**src/rtl/pwm_capture.sv**
```systemverilog
// pwm_capture: measures the period and high time of an asynchronous PWM input.
// The input is synchronized and edge-detected. A three-state FSM counts clock
// cycles from one rising edge to the next. Each completed period is published
// with a one-cycle valid pulse. A waveform that stops toggling is reported
// through the stuck / stuck_level status outputs.
//
// Handshake: valid is a one-cycle strobe with no back-pressure. period and
// high_time carry their new values in exactly the cycle valid is high, and
// they hold those values until the next strobe. There is no ready signal.
// The consumer must sample in the valid cycle.
//
// SYNC_STAGES must be at least 2. The first stage is the metastability
// catcher and the last stage feeds the edge-detect history flop.
module pwm_capture #(
   parameter int CNT_W       = 8,
   parameter int SYNC_STAGES = 2
) (
   input  logic             clk,
   input  logic             reset,
   input  logic             pwm_in,
   output logic [CNT_W-1:0] period,
   output logic [CNT_W-1:0] high_time,
   output logic             valid,
   output logic             stuck,
   output logic             stuck_level,
   output logic [1:0]       dbg_state_o
);

   typedef enum logic [1:0] {
      WAIT_RISE = 2'd0,
      HIGH      = 2'd1,
      LOW       = 2'd2
   } state_t;

   localparam logic [CNT_W-1:0] CNT_MAX = {CNT_W{1'b1}};
   localparam logic [CNT_W-1:0] CNT_ONE = CNT_W'(1);

   // ------------------------------------------------------------------
   // Synchronizer and edge detection
   // ------------------------------------------------------------------
   logic [SYNC_STAGES-1:0] sync_q, sync_d;
   logic                   hist_q, hist_d;
   logic                   s_lvl;
   logic                   rise;
   logic                   fall;

   // Shift the raw pin into the chain; the history flop trails the last stage.
   always_comb begin
      sync_d = {sync_q[SYNC_STAGES-2:0], pwm_in};
      hist_d = sync_q[SYNC_STAGES-1];
   end

   // Both edges see identical pipeline depth, so high and low times are unbiased.
   always_comb begin
      s_lvl = sync_q[SYNC_STAGES-1];
      rise  = s_lvl & ~hist_q;
      fall  = ~s_lvl & hist_q;
   end

   // Synchronizer and history registers, cleared so a high pin produces a rise after reset.
   always_ff @(posedge clk) begin
      if (!reset) begin
         sync_q <= '0;
         hist_q <= 1'b0;
      end else begin
         sync_q <= sync_d;
         hist_q <= hist_d;
      end
   end

   // ------------------------------------------------------------------
   // Measurement FSM
   // ------------------------------------------------------------------
   state_t           state_q, state_d;
   logic [CNT_W-1:0] per_q, per_d;
   logic [CNT_W-1:0] hi_q, hi_d;
   logic [CNT_W-1:0] period_q, period_d;
   logic [CNT_W-1:0] high_q, high_d;
   logic             valid_q, valid_d;
   logic             stuck_q, stuck_d;
   logic             level_q, level_d;

   logic [CNT_W-1:0] per_inc;
   logic [CNT_W-1:0] hi_inc;
   logic             per_at_max;

   // Saturating increments: counters park at CNT_MAX instead of wrapping.
   always_comb begin
      per_at_max = (per_q == CNT_MAX);
      per_inc    = per_at_max ? CNT_MAX : per_q + CNT_ONE;
      hi_inc     = (hi_q == CNT_MAX) ? CNT_MAX : hi_q + CNT_ONE;
   end

   // Next-state logic. A rise always beats saturation in the same cycle.
   always_comb begin
      state_d  = state_q;
      per_d    = per_q;
      hi_d     = hi_q;
      period_d = period_q;
      high_d   = high_q;
      valid_d  = 1'b0;
      stuck_d  = stuck_q;
      level_d  = level_q;

      unique case (state_q)
         WAIT_RISE: begin
            // Falls are only noted for stuck_level. A rise starts a fresh
            // measurement and clears any stuck report.
            if (rise) begin
               state_d = HIGH;
               per_d   = CNT_ONE;
               hi_d    = CNT_ONE;
               stuck_d = 1'b0;
            end else if (fall) begin
               level_d = 1'b0;
            end
         end

         HIGH: begin
            if (fall) begin
               // High time freezes at its current value; the period keeps counting.
               state_d = LOW;
               per_d   = per_inc;
            end else if (per_at_max) begin
               state_d  = WAIT_RISE;
               per_d    = '0;
               hi_d     = '0;
               period_d = CNT_MAX;
               high_d   = s_lvl ? CNT_MAX : '0;
               valid_d  = 1'b1;
               stuck_d  = 1'b1;
               level_d  = s_lvl;
            end else begin
               per_d = per_inc;
               hi_d  = hi_inc;
            end
         end

         LOW: begin
            if (rise) begin
               // Closing rise: publish, then this same rise opens the next period.
               state_d  = HIGH;
               period_d = per_q;
               high_d   = hi_q;
               valid_d  = 1'b1;
               per_d    = CNT_ONE;
               hi_d     = CNT_ONE;
            end else if (per_at_max) begin
               state_d  = WAIT_RISE;
               per_d    = '0;
               hi_d     = '0;
               period_d = CNT_MAX;
               high_d   = s_lvl ? CNT_MAX : '0;
               valid_d  = 1'b1;
               stuck_d  = 1'b1;
               level_d  = s_lvl;
            end else begin
               per_d = per_inc;
            end
         end

         default: begin
            state_d = WAIT_RISE;
            per_d   = '0;
            hi_d    = '0;
         end
      endcase
   end

   // FSM, counter and output registers.
   always_ff @(posedge clk) begin
      if (!reset) begin
         state_q  <= WAIT_RISE;
         per_q    <= '0;
         hi_q     <= '0;
         period_q <= '0;
         high_q   <= '0;
         valid_q  <= 1'b0;
         stuck_q  <= 1'b0;
         level_q  <= 1'b0;
      end else begin
         state_q  <= state_d;
         per_q    <= per_d;
         hi_q     <= hi_d;
         period_q <= period_d;
         high_q   <= high_d;
         valid_q  <= valid_d;
         stuck_q  <= stuck_d;
         level_q  <= level_d;
      end
   end

   // All outputs come straight from registers.
   always_comb begin
      period      = period_q;
      high_time   = high_q;
      valid       = valid_q;
      stuck       = stuck_q;
      stuck_level = level_q;
      dbg_state_o = state_q;
   end

endmodule

```
**config.mk**
```make
export PLATFORM = sky130hd
export DESIGN_NAME = pwm_capture
export DESIGN_NICKNAME = d
export VERILOG_FILES = /design/src/rtl/pwm_capture.sv
export SDC_FILE = /design/constraint.sdc
export NUM_CORES = 1
export LEC_CHECK = 0
export ABC_AREA = 1
export CORE_ASPECT_RATIO = 0.75
export CORE_MARGIN = 5
export CORE_UTILIZATION = 47
export DETAILED_ROUTE_END_ITERATION = 8
export DONT_BUFFER_PORTS = 1
export SLEW_MARGIN = 15
export SYNTH_ARGS = -nofsm -noshare
export SYNTH_HDL_FRONTEND = slang
export SYNTH_SLANG_ARGS = --single-unit
```
**constraint.sdc**
```tcl
create_clock -name clk -period 4.93 [get_ports clk]
set_clock_uncertainty 0.2 [all_clocks]
set_input_delay 1.2325 -clock clk [delete_from_list [all_inputs] [get_ports clk]]
set_output_delay 1.2325 -clock clk [all_outputs]
set_load 0.005 [all_outputs]
```
==> results.md <==
- Run status: complete, no violations
- Critical Path Fanout Max: 6
- Initial drt markers: 133
- CTS clk-pin slew, worst paths: 0.08 ns
- Switching share of power: 0.282
- Mean Syn Cell Area: 7.05 um^2
- Cts hold-fix bufs: 0
- #FFs+latches synth: 40
- Largest net degree at the start of global routing: 23
- Layout cells sized above 1: 0.143
- Initial antenna violation count: 0
- GRT Util Overall: 0.177
- Internal: 0.533 mW
- Initial core utilization: 0.484
- Core area: 4440 um^2
- Detailed placement HPWL: 3.55 mm
- # Max-Cap Violations: 0
- EDFF count, synth: 0
- Die width: 88.1 um
- Total negative setup slack: 0 ns
- CTS H-tree depth: 2
- Routed len/inst: 13.3 um
- Ys Warns: 0
- Final Core Density: 0.520
- Rows: 21
- Hold endpoint: sync_q[1]
- Maximum root-to-sink buffer count: 2
- R2R setup slack: 2.81 ns
- FFs w/ async S/R, synth: 0
- Vias in the first global route: 1668
- RR Endpoint: period[1]
- Final worst-path cycle share: 0.447
- R2r worst-path depth: 7
- Slew of the pin with the lowest slew margin: 0.789 ns
- Share of total power in combinational logic: 0.151
- Hold Path Class: flop to flop
- Hold Crit Start: sync_q[0]
- Port Buffer Count: 0
- TritonRoute pass-1 iters: 4
- GPL Wtd Cong: 0.812
- Mapped Area: 2150 um^2
- Final setup violation count: 0
- Syn_nets: 314
- DRC errors left: 0
- WL final: 4.85 mm
- VDD IR max: 218 uV
- CP required: 3.50 ns
- Area grow syn2layout: 7.39%
- Crit. End Element: output pin
- Cts repair resizes: 0
- Max frequency: 454 MHz
- Vias: 1875
- Crit path time final: 2.20 ns
- Clk pwr share: 0.381
- Sequential area share after synthesis: 0.372
- Fin. Hold Viols: 0
- Synth unique cells: 32
- Commonest register cell after synthesis: dfxtp_1
- Number of CTS-inserted buffers: 5
- Area contributors post-synth: dfxtp_1 37%, nand2_1 15%, nand3_1 5.1%
- Die Area: 6040 um^2
- Clk_lat worst skew: 0.29 ns
- Leak: 1.02 nW
- Critical path type: flop to output pin
- Overflow after GRT: 0
- Routed Antenna Nets: 0
- Leading area contributor after synthesis: dfxtp_1
- Reg power frac: 0.469
- Clock Tree Root: clkbuf_8
- Sw power: 0.209 mW
- CTS tree: done
- Layout Cells excl Fill: 364
- Layout Nets: 315
- Avg Vias per Cell: 5.15
- Max-slew violations: 0
- Reg-to-reg critical path startpoint: dbg_state_o[0]
- Gate count after technology mapping: 305
- Setup bufs post-CTS: 0
- RSZ-0062 raised after global routing: no
- Post-synth top area share: 0.372
- Clk sinks: 40
- Crit start category: flop
- Die Height: 68.6 um
- First-pass GRT wire length: 8.25 mm
- Hold Crit Depth: 2
- Crit path arrival time: 0.77 ns
- Slew headroom: 0.473
- Placed Cells: 356
- P per Cell Area: 321 nW/um^2
- Ports: 24
- N_diodes: 0
stage by stage:
step	total power, mW	cell area, um^2	setup slack (ns)	hold slack, ns
final	0.742	2310	2.73	0.220
after global routing	0.782	2310	2.59	0.226
after CTS	0.747	2310	2.72	0.222
after detailed placement	0.466	2190	2.69	0.203
after global placement	0.465	2190	2.71	0.206
after floorplan	0.442	2150	2.73	0.190
synthesized netlist by cell type, types with 2 or more instances:
cell type  count
a21oi_1       16
a21oi_2        5
a31oi_1        9
clkbuf_1       4
dfxtp_1       40
ha_1           6
inv_1         28
inv_2          8
nand2_1       84
nand2_2       10
nand2_4        3
nand3_1       22
nand3_4        2
nand4_1        3
nor2_1        27
nor2_2         2
nor2_4         2
nor3_1         3
o21ai_0       10
o21ai_1        7
xor2_1         3
layout make-up:
| type | instances | area [um^2] |
|---|---|---|
| Tap cell | 57 | 71.3 |
| Clock inverter | 2 | 38.8 |
| Sequential cell | 40 | 801 |
| Multi-Input combinational cell | 222 | 1180 |
| Clock buffer | 6 | 82.6 |
| Fill cell | 458 | 2130 |
| Inverter | 37 | 139 |
layout by cell type (no fill, tap or decap), types with 2 or more instances in the layout:
cell	synthesis	final
dfxtp_1	40	40
nand2_2	10	10
nand3_1	22	22
nor2_4	2	2
a21oi_2	5	5
o21ai_0	10	10
nor2_2	2	2
a31oi_1	9	9
clkbuf_8	0	6
nor2_1	27	27
inv_2	8	8
inv_1	28	28
xor2_1	3	3
a21oi_1	16	16
nand4_1	3	3
nand2_1	84	84
nand3_4	2	2
nor3_1	3	3
nand2_4	3	3
o21ai_1	7	7
ha_1	6	6
how the worst max path moves through the flow:
stage	start	end	slack [ns]	cells past startpoint
after floorplan	reset	per_q[0]	2.73	4
after global placement	reset	high_time[2]	2.71	2
after detailed placement	reset	high_time[7]	2.69	2
after CTS	dbg_state_o[0]	dbg_state_o[0]	2.72	0
after global routing	dbg_state_o[0]	period[2]	2.59	7
final	dbg_state_o[0]	dbg_state_o[0]	2.73	0
routing by layer:
layer	up-vias	track usage	routed length (um)
met4	0	0.0566	33
met5	-	0	0
met3	5	0.0499	383
met1	834	0.270	2580
met2	49	0.233	1850
li1	987	-	-
worst register-to-register path: cells and delay by family (launching register included):
kind	cells	cell delay [ns]
AOI/OAI and AO/OA	1	0.17
adders and majority gates	1	0.33
DFF	1	0.39
and+or+nand+nor	3	0.72
buffers and inverters	2	0.21
kinds of logic (layout without fill, tap and decap cells):
| kind of cell | count (synthesis) | count (layout) | share of synthesized area |
|---|---|---|---|
| adder cells (fa/ha/maj) | 6 | 6 | 0.0349 |
| buffers and inverters | 43 | 45 | 0.0803 |
| AO/OA/AOI/OAI | 50 | 50 | 0.136 |
| AND/OR/NAND/NOR | 163 | 163 | 0.364 |
| XOR/XNOR | 3 | 3 | 0.0122 |
| flip-flops | 40 | 40 | 0.372 |
sequential cells by signal, summed over array words and instances, names as in the netlist:
register and count:
dbg_state_o 2, hi_q 8, high_time 8, hist_q 1
per_q 8, period 8, stuck 1, stuck_level 1
sync_q 2, valid 1
power by group through the flow:
stage / sequential [mW] / combinational (mW) / clock [mW]
CTS: 0.347 / 0.112 / 0.288
global placement: 0.355 / 0.110 / 0
global route: 0.350 / 0.127 / 0.305
finish: 0.348 / 0.112 / 0.282
floorplan: 0.350 / 0.0917 / 0
detailed placement: 0.355 / 0.111 / 0
(Power assumes the default switching activity.)
